--- src/rtl/peripheral_syn_pkg.sv ---
// Shared types and constants for the commit-record synchronisation queue.
// Records carry one retired instruction: {instrcnt, pc, rfdata}.
package peripheral_syn_pkg;

    localparam int unsigned SYN_XLEN    = 64;
    localparam int unsigned SYN_REC_W   = 3 * SYN_XLEN;
    localparam logic [31:0] DROP_CNT_MAX = 32'hFFFF_FFFF;

    typedef struct packed {
        logic [SYN_XLEN-1:0] instrcnt;
        logic [SYN_XLEN-1:0] pc;
        logic [SYN_XLEN-1:0] rfdata;
    } syn_rec_t;

    // Stored bits per record for an arbitrary XLEN.
    function automatic int unsigned syn_rec_width(input int unsigned xlen);
        return 3 * xlen;
    endfunction

endpackage

--- src/rtl/syn_fifo_mem.sv ---
// Record storage for the commit queue: one synchronous write port and an
// asynchronous read port so the head record falls through with no latency.
module syn_fifo_mem #(
    parameter int unsigned DEPTH = 8,
    parameter int unsigned WIDTH = 192
) (
    input  logic                     clk,
    input  logic                     we_i,
    input  logic [$clog2(DEPTH)-1:0] waddr_i,
    input  logic [WIDTH-1:0]         wdata_i,
    input  logic [$clog2(DEPTH)-1:0] raddr_i,
    output logic [WIDTH-1:0]         rdata_o
);

    logic [WIDTH-1:0] mem_q [DEPTH];

    // NOTE: the array has no reset; validity is tracked by the pointers and
    // level in the parent, so clearing it would only cost reset fan-out.
    always_ff @(posedge clk) begin
        if (we_i) begin
            mem_q[waddr_i] <= wdata_i;
        end
    end

    assign rdata_o = mem_q[raddr_i];

endmodule

--- src/rtl/peripheral_syn_queue.sv ---
// First-word-fall-through queue of retired-instruction commit records, with
// optional rfwen filtering, sticky overflow and a saturating drop counter.
module peripheral_syn_queue
    import peripheral_syn_pkg::*;
#(
    parameter int unsigned XLEN       = SYN_XLEN,
    parameter int unsigned DEPTH      = 8,
    parameter int unsigned WEN_FILTER = 0
) (
    input  logic                       clk,
    input  logic                       resetn,
    input  logic                       s_valid,
    output logic                       s_ready,
    input  logic [XLEN-1:0]            s_pc,
    input  logic [XLEN-1:0]            s_instrcnt,
    input  logic [XLEN-1:0]            s_rfdata,
    input  logic                       s_rfwen,
    input  logic                       flush,
    output logic                       m_valid,
    input  logic                       m_ready,
    output logic [2*XLEN-1:0]          m_syn_reg1,
    output logic [2*XLEN-1:0]          m_syn_reg2,
    output logic [$clog2(DEPTH):0]     level,
    output logic                       overflow,
    output logic [31:0]                drop_cnt
);

    localparam int unsigned PW = $clog2(DEPTH);
    localparam int unsigned LW = PW + 1;
    localparam int unsigned RW = syn_rec_width(XLEN);
    localparam logic [LW-1:0] LVL_FULL = LW'(DEPTH);

    if ((DEPTH < 2) || (DEPTH > 64) || ((DEPTH & (DEPTH - 1)) != 0)) begin : g_bad_depth
        $error("peripheral_syn_queue: DEPTH must be a power of two in 2..64");
    end

    typedef struct packed {
        logic [XLEN-1:0] instrcnt;
        logic [XLEN-1:0] pc;
        logic [XLEN-1:0] rfdata;
    } rec_t;

    logic [PW-1:0] wptr_q, wptr_d;
    logic [PW-1:0] rptr_q, rptr_d;
    logic [LW-1:0] level_q, level_d;
    logic          ovf_q, ovf_d;
    logic [31:0]   drop_q, drop_d;

    logic wen_pass;
    logic push;
    logic pop;
    logic drop;
    rec_t wr_rec;
    rec_t rd_rec;

    // Readiness comes from registered level only, so a pop in the same cycle
    // never opens room for a push.
    assign s_ready  = (level_q != LVL_FULL);
    assign m_valid  = (level_q != '0);
    assign wen_pass = !((WEN_FILTER != 0) && !s_rfwen);
    assign push     = s_valid && s_ready && wen_pass;
    assign pop      = m_valid && m_ready;
    assign drop     = s_valid && !s_ready && wen_pass;

    assign wr_rec = '{instrcnt: s_instrcnt,
                      pc:       s_pc,
                      rfdata:   s_rfwen ? s_rfdata : '0};

    syn_fifo_mem #(
        .DEPTH (DEPTH),
        .WIDTH (RW)
    ) u_mem (
        .clk     (clk),
        .we_i    (push && !flush),
        .waddr_i (wptr_q),
        .wdata_i (wr_rec),
        .raddr_i (rptr_q),
        .rdata_o (rd_rec)
    );

    // NOTE: every next-state value gets a default first, so no path through
    // this block can leave one unassigned and infer a latch.
    always_comb begin
        wptr_d  = wptr_q;
        rptr_d  = rptr_q;
        level_d = level_q;
        ovf_d   = ovf_q;
        drop_d  = drop_q;

        if (flush) begin
            wptr_d  = '0;
            rptr_d  = '0;
            level_d = '0;
            ovf_d   = 1'b0;
            drop_d  = '0;
        end else begin
            if (push) begin
                wptr_d = wptr_q + PW'(1);
            end
            if (pop) begin
                rptr_d = rptr_q + PW'(1);
            end
            unique case ({push, pop})
                2'b10:   level_d = level_q + LW'(1);
                2'b01:   level_d = level_q - LW'(1);
                default: level_d = level_q;
            endcase
            if (drop) begin
                ovf_d = 1'b1;
                if (drop_q != DROP_CNT_MAX) begin
                    drop_d = drop_q + 32'd1;
                end
            end
        end
    end

    // NOTE: state registers use non-blocking assignments so every flop samples
    // the pre-edge values; reset here is synchronous to match the host system.
    always_ff @(posedge clk) begin
        if (!resetn) begin
            wptr_q  <= '0;
            rptr_q  <= '0;
            level_q <= '0;
            ovf_q   <= 1'b0;
            drop_q  <= '0;
        end else begin
            wptr_q  <= wptr_d;
            rptr_q  <= rptr_d;
            level_q <= level_d;
            ovf_q   <= ovf_d;
            drop_q  <= drop_d;
        end
    end

    // Head fields are masked while empty so stale array contents never leak.
    assign m_syn_reg1 = m_valid ? {rd_rec.instrcnt, rd_rec.pc} : '0;
    assign m_syn_reg2 = m_valid ? {{XLEN{1'b0}}, rd_rec.rfdata} : '0;
    assign level      = level_q;
    assign overflow   = ovf_q;
    assign drop_cnt   = drop_q;

endmodule

--- config.mk ---
export PLATFORM = sky130hd
export DESIGN_NAME = peripheral_syn_queue
export DESIGN_NICKNAME = d
export VERILOG_FILES = /design/src/rtl/peripheral_syn_pkg.sv /design/src/rtl/syn_fifo_mem.sv /design/src/rtl/peripheral_syn_queue.sv
export SDC_FILE = /design/constraint.sdc
export NUM_CORES = 1
export LEC_CHECK = 0
export ABC_AREA = 1
export BUFFER_PORTS_ARGS = -buffer_cell sky130_fd_sc_hd__buf_2
export CORE_UTILIZATION = 30
export CTS_BUF_LIST = sky130_fd_sc_hd__clkbuf_4 sky130_fd_sc_hd__clkbuf_8 sky130_fd_sc_hd__clkbuf_16
export DETAILED_ROUTE_END_ITERATION = 10
export PLACE_DENSITY_LB_ADDON = 0.25
export SYNTH_ARGS = -nofsm -noshare
export SYNTH_HDL_FRONTEND = slang
export SYNTH_SLANG_ARGS = --single-unit
--- constraint.sdc ---
create_clock -name clk -period 23.8 [get_ports clk]
set_clock_uncertainty 0.2 [all_clocks]
set_input_delay 4.76 -clock clk [delete_from_list [all_inputs] [get_ports clk]]
set_output_delay 4.76 -clock clk [all_outputs]
set_load 0.005 [all_outputs]
==> results of run 1 <==
## final cells by class
| cell class | count | area (um^2) |
|---|---|---|
| Antenna cell | 12 | 30.0 |
| Clock buffer | 213 | 4670 |
| Clock inverter | 101 | 928 |
| Fill cell | 20500 | 136000 |
| Inverter | 104 | 405 |
| Multi-Input combinational cell | 3133 | 14200 |
| Sequential cell | 1582 | 47100 |
| Tap cell | 2805 | 3510 |
| Timing Repair Buffer | 493 | 2730 |
## sequential cells by signal, indices dropped and copies added (netlist names), named ones only
name and count:
u_mem.mem_q 1536, drop_cnt 32, level 4, rptr_q 3, wptr_q 3, overflow 1
## worst max-delay path: cells and delay by family (launching register included)
kind | cells | cell delay, ns
simple gates | 3 | 0.48
flops | 1 | 0.81
buf+inv | 4 | 2.81
compound gates | 3 | 0.28
## how the worst max path moves through the flow
stage | from | end | cells past startpoint
6_report | flip-flop | m_syn_reg2[9] | 10
5_1_grt | flip-flop | m_syn_reg2[12] | 10
4_1_cts | flip-flop | m_syn_reg2[29] | 8
3_5_place_dp | flip-flop | m_syn_reg2[29] | 8
3_3_place_gp | flip-flop | m_syn_reg2[29] | 10
2_1_floorplan | s_valid | u_mem.mem_q[0][0] | 4
## cell usage in the layout (no fill, tap or decap), drive strengths merged
cell and instances:
nor3b 1, nand4 6, and2 3, a21oi 40, bufinv 10, o221ai 1, o32ai 192, o21a 1
buf 493, nand2 165, nor2 1631, nand3 42, xor2 6, nand3b 1, dfxtp 46, diode 12
inv 111, o21ai 966, conb 64, clkinvlp 3, nor3 7, edfxtp 1536, clkinv 81, ha 6
clkbuf 213, a21o 1
## report_power, final
| part | switching [mW] | internal (mW) | total (mW) |
|---|---|---|---|
| clock network | 1.12 | 1.51 | 2.63 |
| registers | 0.0120 | 3.09 | 3.10 |
| logic | 0.365 | 0.163 | 0.527 |
| total | 1.49 | 4.76 | 6.25 |
## layer usage
metal	up-vias	track usage, %
met1	20100	21.9
met2	1083	25.2
met5	-	0
li1	19000	-
met4	28	4.18
met3	268	3.63
## cell families after synthesis
family | count (synthesis) | share of synthesized area (%)
buffers and inverters | 501 | 3.66
DFF | 1582 | 74.3
other | 1 | 0.00592
xor gates and xnor gates | 6 | 0.0830
AOI/OAI and AO/OA | 1201 | 10.6
and+or+nand+nor | 1856 | 11.2
adders and majority gates | 6 | 0.119
==> results.md, run 1 <==
* M1 WL at 77,900 um
* Final ANT Viol Nets at 0
* Fraction of layout cells with a size suffix above 1 at 14.0%
* CTS tree: yes
* Total grt overflow at 0
* Setup crit end kind: output pin
* Crit-path cells: buf_4, buf_4, buf_4, nor2_1, nor2_1, o21ai_0, o21ai_1, o21ai_0, nor2_1, buf_2
* Slowest-stage cell, CP: buf_4
* Mapped Avg Cell Area at 12.3 um^2
* Worst hold stages at 2
* Crit Path Class: flip-flop to output pin
* Critical Path AT at 5.39 ns
* Clock Sinks at 1,582
* Final Max Tran Viols at 0
* Setup slack, reg-to-reg at 19.53 ns
* Vias at 40.5k
* Yosys top cell area share at 72.9%
* Die W at 461 um
* I/O Pins at 493
* Req. time, crit path at 18.84 ns
* Max Root-Sink Buffers at 3
* Max Fclk at 0.0966 GHz
* Largest net degree at the start of global routing at 204
* Clk slew on worst S/H paths at 0.05 ns
* First-pass DRT Iterations at 6
* WL met3 at 10,700 um
* Iter 0 DRT Violations at 3,274
* Yosys Warn Count at 0
* Dpl hpwl at 87,200 um
* PnR worst setup slack at 13.45 ns
* CTS H-Tree Depth at 4
* Initial antenna violation count at 42
* Die area at 213,000 um^2
* Routed len/inst at 20.4 um
* GPL Wtd Cong at 0.785
* Critical path startpoint category: flip-flop
* FP Rows at 168
* Worst skew pair latency at 0.82 ns
* Finished Core Util at 35.1%
* Number of gates resized after CTS at 0
* Met2 WL at 80,000 um
* Static Leakage at 25.3 nW
* Finished Cell Area at 73,600 um^2
* First-pass GRT wire length at 256,000 um
* Tot Pwr at 6.25 mW
* Placed Cells at 8,117
* Synth unique cells at 30
* Top cells by area, synth: edfxtp_1 73%, nor2_1 9.7%, o21ai_0 6.5%
* Fin crit share at 43.5%
* Worst r2r path cells at 8
* Highest metal used: met5
* Outcome: finished, final reports clean
* Post CTS Setup Buffer Count at 0
* Initial Util at 30.2%
* Pwr/cell area at 85.0 nW/um^2
* Post-Syn Area at 63,300 um^2
* Routed wire length at 173,000 um
* Final worst path period need at 10.35 ns
* Critical Path Max Stage Delay at 0.94 ns
* Top cells by count, synth: 1,630 x nor2_1, 1,536 x edfxtp_1, 818 x o21ai_0
* Setup violators final at 0
* Slew @ Worst Pin at 1.11 ns
* Tot GR Track Use at 15.9%
* Post-Syn Instances at 5,153
* Die Y at 461 um
* CTS Root Buffer Type: clkbuf_16
* Number of flops mapped to enable cells by yosys at 1,536
* Post-synthesis sequential area ratio at 74.3%
* DRC errors left at 0
* Post-synth ARST share at 0%
* #FFs+latches synth at 1,582
* CP Max Fanout at 98
* Peak VDD IR at 0.0000680 V
* Final Hold Violating Endpoints at 0
* Unrepaired setup endpoints after global routing: no
* TritonCTS buffer count at 173
* TNS Setup at 0 ns
* DP Area at 67,900 um^2
* Drt via density at 4.79
* Max Cap Viol at 0
* Hold wc startpoint: rptr_q[2]
* Prevailing post-synth register cell: edfxtp_1
* Cell taking the most area after synthesis: edfxtp_1
* Vias in the first global route at 38.7k
* Critical R2R Launch: level[0]
* Worst hold path class: flip-flop to flip-flop
* Hold-fix buffers, CTS at 0
* Top-count cell post-synth: nor2_1
* Reg2reg end: u_mem.mem_q[5][58]
* Area growth from synthesis to layout at 16.2%
* Post-layout instance count excluding filler cells at 8,443
* Final #Nets at 5,691
* Rel. slew slack at 26.3%
* Core ar. at 210,000 um^2
* Hold WS at 0.248 ns
* I/O Buffers at 428
* Place WS at 14.27 ns
No activity file was read; power rests on OpenSTA's default activity.
==> run 2, diff against run 1 <==
--- a/config.mk
+++ b/config.mk
@@ -5,7 +5,7 @@
 export SDC_FILE = /design/constraint.sdc
 export NUM_CORES = 1
 export LEC_CHECK = 0
-export ABC_AREA = 1
+export ABC_AREA = 0
 export BUFFER_PORTS_ARGS = -buffer_cell sky130_fd_sc_hd__buf_2
 export CORE_UTILIZATION = 30
 export CTS_BUF_LIST = sky130_fd_sc_hd__clkbuf_4 sky130_fd_sc_hd__clkbuf_8 sky130_fd_sc_hd__clkbuf_16
==> constraint.sdc (replaced) <==
create_clock -name clk -period 9.6 [get_ports clk]
set_clock_uncertainty 0.2 [all_clocks]
set_input_delay 1.92 -clock clk [delete_from_list [all_inputs] [get_ports clk]]
set_output_delay 1.92 -clock clk [all_outputs]
set_load 0.005 [all_outputs]
==> run 2 against run 1 <==
Synthesized area down 3.3%. Sequential share of layout area is 1.3 points higher. Flip-flop and latch count unchanged. Clock-buffer cell count is 1 lower. Worst hold slack gained 0.033 ns. Power up 140%. Combinational power is 3% lower. Critical endpoint is now m_syn_reg1[30]. Design area down 2.0%. Register-to-register slack worse by 14 ns. Highest routed layer unchanged. Via count down 29%. Die area is 3.3% lower.
==> results.md, run 2 <==
* Synth unique cells at 44 (was 30)
* Worst skew pair latency at 0.81 ns (was 0.82 ns)
* Flip-flop count of the largest register after layout at 1,536 (unchanged)
* Final worst path period need at 6.08 ns
* Synth Area in Simple Gates at 3.10% (was 11.2%)
* Post-synthesis sequential area ratio at 76.8% (was 74.3%)
* Crit Path Class: flip-flop to output pin (unchanged)
* Post-Synth XOR/XNOR Area at 0.186% (was 0.0830%)
* Final ANT Viol Nets at 0 (unchanged)
* Largest reg by FF count: u_mem.mem_q (unchanged)
* Place WS at 4.29 ns (was 14.27 ns)
* Setup violators final at 0 (unchanged)
* Prevailing post-synth register cell: edfxtp_1 (unchanged)
* Unrepaired setup endpoints after global routing: no (unchanged)
* Synthesized-area fraction occupied by adder cells at 0.123% (was 0.119%)
* Finished Core Util at 35.6% (was 35.1%)
* Max Fclk at 0.164 GHz
* Slew @ Worst Pin at 1.27 ns (was 1.11 ns)
* Routed len/inst at 23.3 um (was 20.4 um)
* Static Leakage at 22.6 nW (was 25.3 nW)
* Core ar. at 203,000 um^2 (was 210,000 um^2)
* Most frequent cells in the layout: 1,536 x edfxtp_1, 427 x buf_2, 384 x mux4_2 (was 1,625 x nor2_1, 1,536 x edfxtp_1, 818 x o21ai_0)
* Req. time, crit path at 7.48 ns (was 18.84 ns)
* Yosys top cell area share at 75.3% (was 72.9%)
* Top cells by count, synth: 1,536 x edfxtp_1, 384 x mux4_2, 220 x nor2_1 (was 1,630 x nor2_1, 1,536 x edfxtp_1, 818 x o21ai_0)
* Post-synth ARST share at 0% (unchanged)
* Initial Util at 30.2% (about the same)
* I/O Buffers at 428 (unchanged)
* Post-Syn Area at 61,200 um^2 (was 63,300 um^2)
* CTS tree: yes (unchanged)
* Rel. slew slack at 15.7% (was 26.3%)
* Clock network power share at 44.5% (was 42.0%)
* CTS Root Buffer Type: clkbuf_16 (unchanged)
* Mux share of post-synthesis cell area at 17.3% (was 0%)
* Synth Area in Compound Gates at 0.603% (was 10.6%)
* Number of flops mapped to enable cells by yosys at 1,536 (unchanged)
* CTS H-Tree Depth at 4 (unchanged)
* Critical Path Max Stage Delay at 0.81 ns (was 0.94 ns)
* Final #Nets at 3,546 (was 5,691)
* P_int at 11.7 mW (was 4.76 mW)
* I/O Pins at 493 (unchanged)
* Outcome: finished, final reports clean (unchanged)
* Pwr/cell area at 204 nW/um^2 (was 85.0 nW/um^2)
* Hold-fix buffers, CTS at 0 (unchanged)
* Crit-path cells: buf_12, buf_4, mux4_2, mux2i_1, nor2_1, buf_2 (was buf_4, buf_4, buf_4, nor2_1, nor2_1, o21ai_0, o21ai_1, o21ai_0, nor2_1, buf_2)
* #FFs+latches synth at 1,582 (unchanged)
* FP Rows at 165 (was 168)
* Top-count cell post-synth: edfxtp_1 (was nor2_1)
* First-pass DRT Iterations at 5 (was 6)
* Max Cap Viol at 0 (unchanged)
* Comb power frac at 3.5% (was 8.4%)
* Die area at 206,000 um^2 (was 213,000 um^2)
* Total grt overflow at 0 (unchanged)
* Iter 0 DRT Violations at 1,675 (was 3,274)
* Clk slew on worst S/H paths at 0.06 ns (was 0.05 ns)
* PnR worst setup slack at 3.52 ns (was 13.45 ns)
* Fraction of layout cells with a size suffix above 1 at 32.8% (was 14.0%)
* Die Y at 454 um (was 461 um)
* Critical Path AT at 3.96 ns (was 5.39 ns)
* DRC errors left at 0 (unchanged)
* CP Max Fanout at 104 (was 98)
* Sw Ratio at 20.5% (was 23.9%)
* Peak VDD IR at 0.000158 V (was 0.0000680 V)
* Setup crit end kind: output pin (unchanged)
* Final Hold Violating Endpoints at 0 (unchanged)
* Area occupied by multi-input gates at 13,400 um^2 (was 14,200 um^2)
* Hold WS at 0.281 ns (was 0.248 ns)
* First-pass GRT wire length at 209,000 um (was 256,000 um)
* GPL Wtd Cong at 0.770 (was 0.785)
* Largest family of logic cells by synthesized area: multiplexers (was simple AND/OR/NAND/NOR gates)
* Max Root-Sink Buffers at 3 (unchanged)
* Finished Cell Area at 72,100 um^2 (was 73,600 um^2)
* Initial antenna violation count at 52 (was 42)
* Drt via density at 4.69 (was 4.79)
* Die W at 454 um (was 461 um)
* TritonCTS buffer count at 170 (was 173)
* Top cells by area, synth: edfxtp_1 75%, mux4_2 14%, mux2i_1 3.2% (was edfxtp_1 73%, nor2_1 9.7%, o21ai_0 6.5%)
* Commonest non-fill, non-tap cell in the layout: edfxtp_1 (was nor2_1)
* Fill cell count at 18.8k (was 20.5k)
* TNS Setup at 0 ns (unchanged)
* Tot GR Track Use at 13.8% (was 15.9%)
* Final Max Tran Viols at 0 (unchanged)
* Cell taking the most area after synthesis: edfxtp_1 (unchanged)
* Critical path startpoint category: flip-flop (unchanged)
* Register area at 47,100 um^2 (unchanged)
* Fin crit share at 63.4%
* Psw at 3.02 mW (was 1.49 mW)
* Clock Sinks at 1,582 (unchanged)
* DP Area at 66,500 um^2 (was 67,900 um^2)
* Number of gates resized after CTS at 0 (unchanged)
* Worst hold path class: flip-flop to flip-flop (unchanged)
* Post-Syn Instances at 2,853 (was 5,153)
* Routed wire length at 143,000 um (was 173,000 um)
* Dpl hpwl at 75,400 um (was 87,200 um)
* Mapped Avg Cell Area at 21.5 um^2 (was 12.3 um^2)
* Area growth from synthesis to layout at 17.8% (was 16.2%)
* Vias at 28.9k (was 40.5k)
* Part of the power in registers at 52.0% (was 49.6%)
* Post CTS Setup Buffer Count at 0 (unchanged)
* Slowest-stage cell, CP: dfxtp_4 (was buf_4)
* Yosys Warn Count at 0 (unchanged)
* Vias in the first global route at 30.0k (was 38.7k)
* Largest net degree at the start of global routing at 142 (was 204)
==> run 2: kinds of logic after synthesis <==
kind of cell             Yosys count
flip-flops                      1582
multiplexers                     578
AND/OR/NAND/NOR                  391
buffers and inverters            218
AO/OA/AOI/OAI                     64
XOR/XNOR                          13
adder cells (fa/ha/maj)            6
other                              1
==> run 2: final timing paths <==
check | slack, ns | depth (start not counted) | to | start
min reg2reg | 0.28 | 2 | overflow | overflow
max | 3.52 | 6 | m_syn_reg1[30] | flip-flop
min | 0.28 | 2 | overflow | overflow
max reg2reg | 5.69 | 7 | u_mem.mem_q[0][4] | level[1]
==> run 2: area by class of cell <==
class	count	area share (%)
sequential	1582	65.3
multi-input combinational	1116	18.5
clock buffer	212	6.36
tap	2672	4.64
timing repair buffer	468	3.72
clock inverter	99	1.41
antenna	12	0.0417
inverter	4	0.0208
==> run 2: metrics by stage <==
| stage | total power, mW | cells |
|---|---|---|
| floorplan | 8.09 | 2916 |
| global placement | 8.32 | 5842 |
| detailed placement | 8.33 | 5842 |
| CTS | 14.9 | 6153 |
| global route | 15.2 | 6161 |
| finish | 14.7 | 6165 |
==> run 2: power by group through the flow <==
stage	logic, mW	registers (mW)	clock network (mW)
after global placement	0.526	7.79	0
after detailed placement	0.532	7.80	0
after floorplan	0.283	7.80	0
after CTS	0.532	7.65	6.73
after global routing	0.570	7.65	6.98
final	0.512	7.65	6.54
==> run 2: layer usage <==
metal  share of wire (%)  track usage [%]
met3                 5.3             3.58
met1                  43             17.7
met2                  50             22.9
met5                0.13                0
met4                 2.6             4.38
==> run 2: worst max-delay path: cells and delay by family (launching register included) <==
kind          cells  cell delay [ns]
simple gates      1             0.14
buf+inv           3             1.17
flops             1             0.81
mux               2             0.66
==> run 3, diff against run 2 <==
==> constraint.sdc (replaced) <==
create_clock -name clk -period 6 [get_ports clk]
set_clock_uncertainty 0.2 [all_clocks]
set_input_delay 1.2 -clock clk [delete_from_list [all_inputs] [get_ports clk]]
set_output_delay 1.2 -clock clk [all_outputs]
set_load 0.005 [all_outputs]
==> run 3 against run 2 <==
Routed wire length is 3.6% higher. Clock power rose by 59%. Cell count grew 0.50%. Critical endpoint is now m_syn_reg1[0]. Largest cell class unchanged.
==> results.md, run 3 (same netlist as run 2, synthesis figures left out) <==
* Max Root-Sink Buffers at 3 (unchanged)
* Critical Path Max Stage Delay at 0.74 ns (was 0.81 ns)
* FP Rows at 165 (unchanged)
* Vias in the first global route at 30.7k (was 30.0k)
* Final Max Tran Viols at 0 (unchanged)
* Routed wire length at 149,000 um (was 143,000 um)
* Largest reg by FF count: u_mem.mem_q (unchanged)
* Drt via density at 4.70 (was 4.69)
* Total grt overflow at 0 (unchanged)
* Final ANT Viol Nets at 0 (unchanged)
* Final worst path period need at 4.77 ns
* Worst hold stages at 2 (unchanged)
* Setup crit end kind: output pin (unchanged)
* Setup violators final at 0 (unchanged)
* Die W at 454 um (unchanged)
* I/O Pins at 493 (unchanged)
* Peak VDD IR at 0.000250 V (was 0.000158 V)
* TritonCTS buffer count at 175 (was 170)
* CTS tree: yes (unchanged)
* DRC errors left at 0 (unchanged)
* Routed len/inst at 24.0 um (was 23.3 um)
* Max Cap Viol at 0 (unchanged)
* Hold WS at 0.284 ns (was 0.281 ns)
* Clock Sinks at 1,582 (unchanged)
* Crit Path Class: flip-flop to output pin (unchanged)
* Tot Pwr at 23.5 mW (was 14.7 mW)
* Critical Path AT at 3.37 ns (was 3.96 ns)
* Slew @ Worst Pin at 0.908 ns (was 1.27 ns)
* Critical path startpoint category: flip-flop (unchanged)
* Post CTS Setup Buffer Count at 0 (unchanged)
* Flip-flop count of the largest register after layout at 1,536 (unchanged)
* Final #Nets at 3,578 (was 3,546)
* Most frequent cells in the layout: 1,536 x edfxtp_1, 428 x buf_2, 384 x mux4_2 (was 1,536 x edfxtp_1, 427 x buf_2, 384 x mux4_2)
* Max Fclk at 0.209 GHz
* Dpl hpwl at 80,200 um (was 75,400 um)
* Req. time, crit path at 4.60 ns (was 7.48 ns)
* Number of gates resized after CTS at 0 (unchanged)
* Rel. slew slack at 39.1% (was 15.7%)
* Initial antenna violation count at 51 (was 52)
* CTS Root Buffer Type: clkbuf_16 (unchanged)
* Slowest-stage cell, CP: dfxtp_4 (unchanged)
* Crit-path cells: buf_12, buf_4, mux4_2, mux2i_1, nor2_1, buf_2 (unchanged)
* Final Hold Violating Endpoints at 0 (unchanged)
* I/O Buffers at 428 (unchanged)
* Initial Util at 30.2% (unchanged)
* Largest net degree at the start of global routing at 75 (was 142)
* First-pass GRT wire length at 215,000 um (was 209,000 um)
* Core ar. at 203,000 um^2 (unchanged)
* Hold-fix buffers, CTS at 0 (unchanged)
* Worst hold path class: flip-flop to flip-flop (unchanged)
* Area growth from synthesis to layout at 18.6% (was 17.8%)
* Static Leakage at 22.9 nW (was 22.6 nW)
* TNS Setup at 0 ns (unchanged)
* Clk slew on worst S/H paths at 0.06 ns (about the same)
* Placed Cells at 5,869 (was 5,842)
* Fraction of layout cells with a size suffix above 1 at 33.3% (was 32.8%)
* Outcome: finished, final reports clean (unchanged)
* Die Y at 454 um (unchanged)
* Vias at 29.1k (was 28.9k)
* GPL Wtd Cong at 0.773 (was 0.770)
* Iter 0 DRT Violations at 1,686 (was 1,675)
* CP Max Fanout at 32 (was 104)
* Unrepaired setup endpoints after global routing: no (unchanged)
* First-pass DRT Iterations at 6 (was 5)
* Worst r2r path cells at 11 (was 7)
* Tot GR Track Use at 14.3% (was 13.8%)
* Pwr/cell area at 323 nW/um^2 (was 204 nW/um^2)
* Fin crit share at 79.6%
* Post-layout instance count excluding filler cells at 6,196 (was 6,165)
* Die area at 206,000 um^2 (unchanged)
* CTS H-Tree Depth at 4 (unchanged)
* Worst skew pair latency at 0.82 ns (was 0.81 ns)
* Commonest non-fill, non-tap cell in the layout: edfxtp_1 (unchanged)
==> run 3: cell count changes in the layout (fill, tap and decap cells not counted), sizes merged <==
cell | before | now
buf | 468 | 495
bufinv | 17 | 10
clkbuf | 212 | 226
clkinv | 69 | 66
diode | 12 | 15
inv | 15 | 12
==> run 3: worst max-delay path, delay by kind of cell (launching register included) <==
family / cells / cell delay [ns]
buffers and inverters: 3 / 0.88
DFF: 1 / 0.74
muxes: 2 / 0.80
and+or+nand+nor: 1 / 0.07
==> run 3: cell type report <==
class	instances	area, um^2
Antenna cell	15	37.5
Fill cell	18800	130000
Inverter	4	15.0
Clock buffer	226	4810
Timing Repair Buffer	495	3200
Sequential cell	1582	47100
Clock inverter	86	748
Tap cell	2672	3340
Multi-Input combinational cell	1116	13400
==> run 3: path summary, 6_finish.rpt <==
| path | from | to | slack [ns] |
|---|---|---|---|
| worst max register to register | level[0] | level[2] | 2.32 |
| worst min register to register | overflow | overflow | 0.28 |
| worst max-delay path | flip-flop | m_syn_reg1[0] | 1.23 |
| worst min-delay path | overflow | overflow | 0.28 |
==> run 3: metal layers <==
metal  global-route usage, %  share of wire (%)  wire length [um]  up-vias
met5                       0               0.18               265        -
met4                    4.87                2.6              3890       42
met3                    3.38                4.8              7190      280
met2                    23.6                 49             73100      706
met1                    18.5                 43             64100    15400
li1                        -                  -                 -    12700
==> run 3: report_power, final <==
group	switching, mW	total (mW)	internal [mW]
registers	0.0258	12.2	12.2
logic	0.530	0.859	0.329
clock network	4.30	10.4	6.08
==> run 3: stage by stage <==
stage	setup WS, ns	instance area (um^2)	util (%)
after floorplan	-1.33	61500	-
after global placement	1.94	67000	33.1
after detailed placement	1.93	67000	33.1
after CTS	1.01	72600	35.8
after global routing	0.931	72600	35.8
final	1.23	72600	35.8
